File: config.mk
export PLATFORM = sky130hd
export DESIGN_NAME = seven_seg_scan_ctrl
export DESIGN_NICKNAME = d
export VERILOG_FILES = /design/src/rtl/seven_seg_scan_ctrl.sv
export SDC_FILE = /design/constraint.sdc
export NUM_CORES = 1
export LEC_CHECK = 0
export CORE_MARGIN = 3
export CORE_UTILIZATION = 60
export DETAILED_ROUTE_END_ITERATION = 8
export PLACE_DENSITY = 0.87
export SYNTH_ARGS = -nofsm -noshare
export SYNTH_HDL_FRONTEND = slang
export SYNTH_SLANG_ARGS = --single-unit
File: constraint.sdc
create_clock -name i_Clk -period 5.2 [get_ports i_Clk]
set_clock_uncertainty 0.15 [all_clocks]
set_input_delay 1.04 -clock i_Clk [delete_from_list [all_inputs] [get_ports i_Clk]]
set_output_delay 1.04 -clock i_Clk [all_outputs]
set_load 0.01 [all_outputs]
File: src/rtl/seven_seg_scan_ctrl.sv
// Scan controller for a common-anode multi-digit 7-segment display.
// Frame-synchronous value update, blanking gap between digits, optional leading-zero blanking.
module seven_seg_scan_ctrl #(
  parameter int NUM_DIGITS   = 4,
  parameter int ON_CYCLES    = 25000,
  parameter int BLANK_CYCLES = 250
) (
  input  logic                    i_Clk,
  input  logic                    i_Rst_L,
  input  logic                    i_Load,
  input  logic [4*NUM_DIGITS-1:0] i_Digits,
  input  logic                    i_Blank_Lead,
  output logic [3:0]              o_Value,
  output logic [NUM_DIGITS-1:0]   o_Digit_En,
  output logic                    o_Load_Ack
);

  localparam int MAX_CYC = (ON_CYCLES > BLANK_CYCLES) ? ON_CYCLES : BLANK_CYCLES;
  localparam int CNT_W   = (MAX_CYC > 1) ? $clog2(MAX_CYC) : 1;
  localparam int IDX_W   = $clog2(NUM_DIGITS);

  localparam logic [CNT_W-1:0] ON_LAST    = CNT_W'(ON_CYCLES - 1);
  localparam logic [CNT_W-1:0] BLANK_LAST = CNT_W'(BLANK_CYCLES - 1);
  localparam logic [IDX_W-1:0] IDX_LAST   = IDX_W'(NUM_DIGITS - 1);

  typedef enum logic {ST_BLANK, ST_ON} state_t;

  state_t                  r_state, w_state_next;
  logic [CNT_W-1:0]        r_cnt, w_cnt_next;
  logic [IDX_W-1:0]        r_idx, w_idx_next;
  logic                    w_boundary;

  logic [4*NUM_DIGITS-1:0] r_staged, r_shown;
  logic                    r_pending;
  logic [3:0]              r_value, w_value_next;
  logic [NUM_DIGITS-1:0]   r_digit_en, w_digit_en_next;
  logic                    r_load_ack;
  logic [3:0]              w_nibble;
  logic                    w_upper_zero;

  // NOTE: state uses non-blocking assignments so every register samples pre-edge values.
  always_ff @(posedge i_Clk or negedge i_Rst_L) begin
    if (!i_Rst_L) begin
      r_state <= ST_BLANK;
      r_cnt   <= '0;
      r_idx   <= '0;
    end else begin
      r_state <= w_state_next;
      r_cnt   <= w_cnt_next;
      r_idx   <= w_idx_next;
    end
  end

  // NOTE: every output of this block gets a default first, so no path can infer a latch.
  always_comb begin
    w_state_next = r_state;
    w_cnt_next   = r_cnt + 1'b1;
    w_idx_next   = r_idx;
    w_boundary   = 1'b0;
    case (r_state)
      ST_BLANK: begin
        if (r_cnt == BLANK_LAST) begin
          w_state_next = ST_ON;
          w_cnt_next   = '0;
        end
      end
      ST_ON: begin
        if (r_cnt == ON_LAST) begin
          w_state_next = ST_BLANK;
          w_cnt_next   = '0;
          w_idx_next   = (r_idx == IDX_LAST) ? '0 : r_idx + 1'b1;
          w_boundary   = (r_idx == IDX_LAST);
        end
      end
      default: begin
        w_state_next = ST_BLANK;
        w_cnt_next   = '0;
      end
    endcase
  end

  // Outputs are computed from the next state so they change on the same edge as the FSM.
  always_comb begin
    w_nibble     = 4'h0;
    w_upper_zero = 1'b1;
    for (int j = 0; j < NUM_DIGITS; j++) begin
      if (r_idx == IDX_W'(j)) w_nibble = r_shown[4*j +: 4];
      if ((IDX_W'(j) >= r_idx) && (r_shown[4*j +: 4] != 4'h0)) w_upper_zero = 1'b0;
    end
    w_value_next    = 4'hF;
    w_digit_en_next = '1;
    if (w_state_next == ST_ON) begin
      w_digit_en_next[r_idx] = 1'b0;
      w_value_next = (i_Blank_Lead && (r_idx != '0) && w_upper_zero) ? 4'hF : w_nibble;
    end
  end

  // NOTE: staging/display words are reset as well, so a reset discards any pending value.
  always_ff @(posedge i_Clk or negedge i_Rst_L) begin
    if (!i_Rst_L) begin
      r_staged   <= '0;
      r_shown    <= '0;
      r_pending  <= 1'b0;
      r_value    <= 4'hF;
      r_digit_en <= '1;
      r_load_ack <= 1'b0;
    end else begin
      r_value    <= w_value_next;
      r_digit_en <= w_digit_en_next;
      r_load_ack <= 1'b0;
      if (w_boundary && (r_pending || i_Load)) begin
        r_shown    <= i_Load ? i_Digits : r_staged;
        r_pending  <= 1'b0;
        r_load_ack <= 1'b1;
      end else if (i_Load) begin
        r_staged  <= i_Digits;
        r_pending <= 1'b1;
      end
    end
  end

  assign o_Value    = r_value;
  assign o_Digit_En = r_digit_en;
  assign o_Load_Ack = r_load_ack;

endmodule

==> flow_metrics.tcl <==
set metrics [dict create \
    r2r_start "r_cnt[9]" \
    synth_seq_area_share 0.533 \
    synthFlopType "dfrtp_1" \
    layout-drive-gt1-share 0.151 \
    pre_cts_slack_ns 1.72 \
    ctsHtreeMaxLevel 3 \
    antenna_found_initial 0 \
    slowest_stage "nor3_4" \
    synth_area_um2 2840 \
    die_area_um2 5590 \
    postRouteAntennaNets 0 \
    die_h_um 74.8 \
    cpPeakStageDelay_ns 0.85 \
    diodes 0 \
    n_fill_cell 316 \
    dp_hpwl_um 3540 \
    grt_pass1_wl_um 9150 \
    syn_inst 266 \
    io_buffer_count 28 \
    area_delta_synth_final_pct 15.8 \
    synth.avg_cell_area_um2 10.7 \
    maxCapViolCount 0 \
    die_w_um 74.8 \
    holdWs_ns 0.342 \
    hold_viol 0 \
    crit_start "i_Load" \
    end_kind "flip-flop" \
    post_cts_buffers 0 \
    grt_overflow 0 \
    finalCritPeriodShare 0.603 \
    crit_required_ns 5.27 \
    nets 323 \
    hold_class "flip-flop to flip-flop" \
    dpl_cell_area_um2 3130 \
    grt_usage 0.220 \
    slew_violations 0 \
    finalNonFillerCells 351 \
    p_leak_nw 1.47 \
    ios 29 \
    worst_slack_ns 2.06 \
    grt_max_degree 61 \
    synth_top_area_share 0.459 \
    totalWireLength_um 5240 \
    reg2reg_slack_ns 2.50 \
    route.vias.total 2002 \
    drt_iter0_markers 165 \
    routed_via_density 5.70 \
    cts_resized 0 \
    place_congestion 0.921 \
    synthMostInstantiatedCell "dfrtp_1" \
    worst_ep_arrival_time_ns 3.21 \
    tightest_slew_ns 1.22 \
    finalSetupViolCount 0 \
    clockRootBuffer "clkbuf_8" \
    ys_seq_elements 60 \
    drc 0 \
    cp-endpoint "r_shown[1]" \
    insertion_delay_ns 0.34 \
    numCtsBuffers 9 \
    routedWlPerCell_um 14.9 \
    synth_warnings 0 \
    clk_pin_slew_ns 0.06 \
    ir_drop_mv 0.213 \
    timing.rr.end "r_shown[1]" \
    fin_area_um2 3280 \
    path_cells "clkdlybuf4s50_1 > buf_4 > nor2_1 > nor3_4 > mux2_2" \
    grt_pass1_vias 1991 \
    fp-row-count 24 \
    clkSinkCount 60 \
    rsz0062_at_grt "no" \
    fmax_mhz 319 \
    ctsHoldBuffers 0 \
    ff2ff_path_depth 4 \
    setup_tns_ns 0 \
    critical_path_class "input pin to flip-flop" \
    cellPowerDensity_nw_per_um2 275 \
    cts_tree "done" \
    min_period_ns 3.14 \
    syn_nets 293 \
    worstSetupStartpointType "input pin" \
    clock_path_buffers 2 \
    place_inst 337 \
    core_um2 4440 \
    first_pass_iters 4 \
    ys_top_cells_by_count "dfrtp_1 (52), nand2_1 (31), inv_1 (25)" \
    path_max_fanout 34 \
    start_util 0.638 \
    synth.area.top_cells "dfrtp_1 (46%), dfstp_2 (7.4%), mux2_2 (6.4%)" \
    ys_async_sr_fraction 1.00 \
    synth-edff-count 0 \
    slew_headroom 0.178 \
    synth_cell_type_count 33 \
    run_status "complete, no violations" \
    yosysTopAreaCell "dfrtp_1" \
]
final cells by class:
cell class              instances  area (um2)  area share
clock buffers                  11         141      0.0430
clock inverters                 3        15.0     0.00457
inverters                      25        93.8      0.0286
multi-input cells             169        1160       0.353
flip-flops and latches         60        1510       0.460
well taps                      52        65.1      0.0198
repair buffers                 31         298      0.0907
registers in the layout, summed over array words and instances, names as in the netlist:
name,flops
o_Value,4
o_Load_Ack,1
r_idx,2
r_shown,16
o_Digit_En,4
r_cnt,15
r_pending,1
r_staged,16
r_state,1
cell families after synthesis:
logic type | Yosys count | share of synthesized area
simple gates | 78 | 0.151
flops | 60 | 0.533
compound gates | 55 | 0.123
buf+inv | 37 | 0.0582
mux | 16 | 0.0635
xor+xnor | 13 | 0.0401
fa+ha+maj | 7 | 0.0309
report_power, final:
| part | internal, mW | leakage [nW] | total [mW] | switching, mW |
|---|---|---|---|---|
| Sequential | 0.486 | 0.740 | 0.500 | 0.0131 |
| Clock | 0.178 | 0.0848 | 0.341 | 0.164 |
| Combinational | 0.0322 | 0.650 | 0.0639 | 0.0317 |
layout by cell type, fill, tap and decap left out, drive strengths merged, types with 8 or more instances in the layout:
cell type      count
dfrtp             52
mux2              16
nand2             31
a21oi              9
clkdlybuf4s50     27
o2bb2ai           16
o21ai             25
xor2               8
nor2              15
inv               25
clkbuf            11
dfstp              8
metrics by stage:
step / power, mW / util
floorplan: 0.536 / -
global placement: 0.568 / 0.704
detailed placement: 0.572 / 0.704
CTS: 0.915 / 0.739
global route: 0.948 / 0.739
finish: 0.905 / 0.739
metal layers:
metal,part of all wire,GRT usage
met2,0.46,0.333
met3,0.050,0.0681
met4,0.020,0.0889
met5,0,0
met1,0.47,0.298
worst max-delay path, delay by kind of cell:
kind | cells | cell delay [ns]
simple gates | 2 | 0.99
mux | 1 | 0.43
buf+inv | 2 | 0.74
how the worst min path moves through the flow:
stage	from	end	slack, ns	cells after the start
global placement	r_staged[8]	r_staged[8]	0.32	1
global route	r_staged[14]	r_staged[14]	0.35	1
CTS	r_staged[11]	r_staged[11]	0.34	1
finish	r_staged[11]	r_staged[11]	0.34	1
detailed placement	r_staged[9]	r_staged[9]	0.32	1
floorplan	r_staged[0]	r_staged[0]	0.31	1
Note: power is estimated with default switching activity, not from simulation.
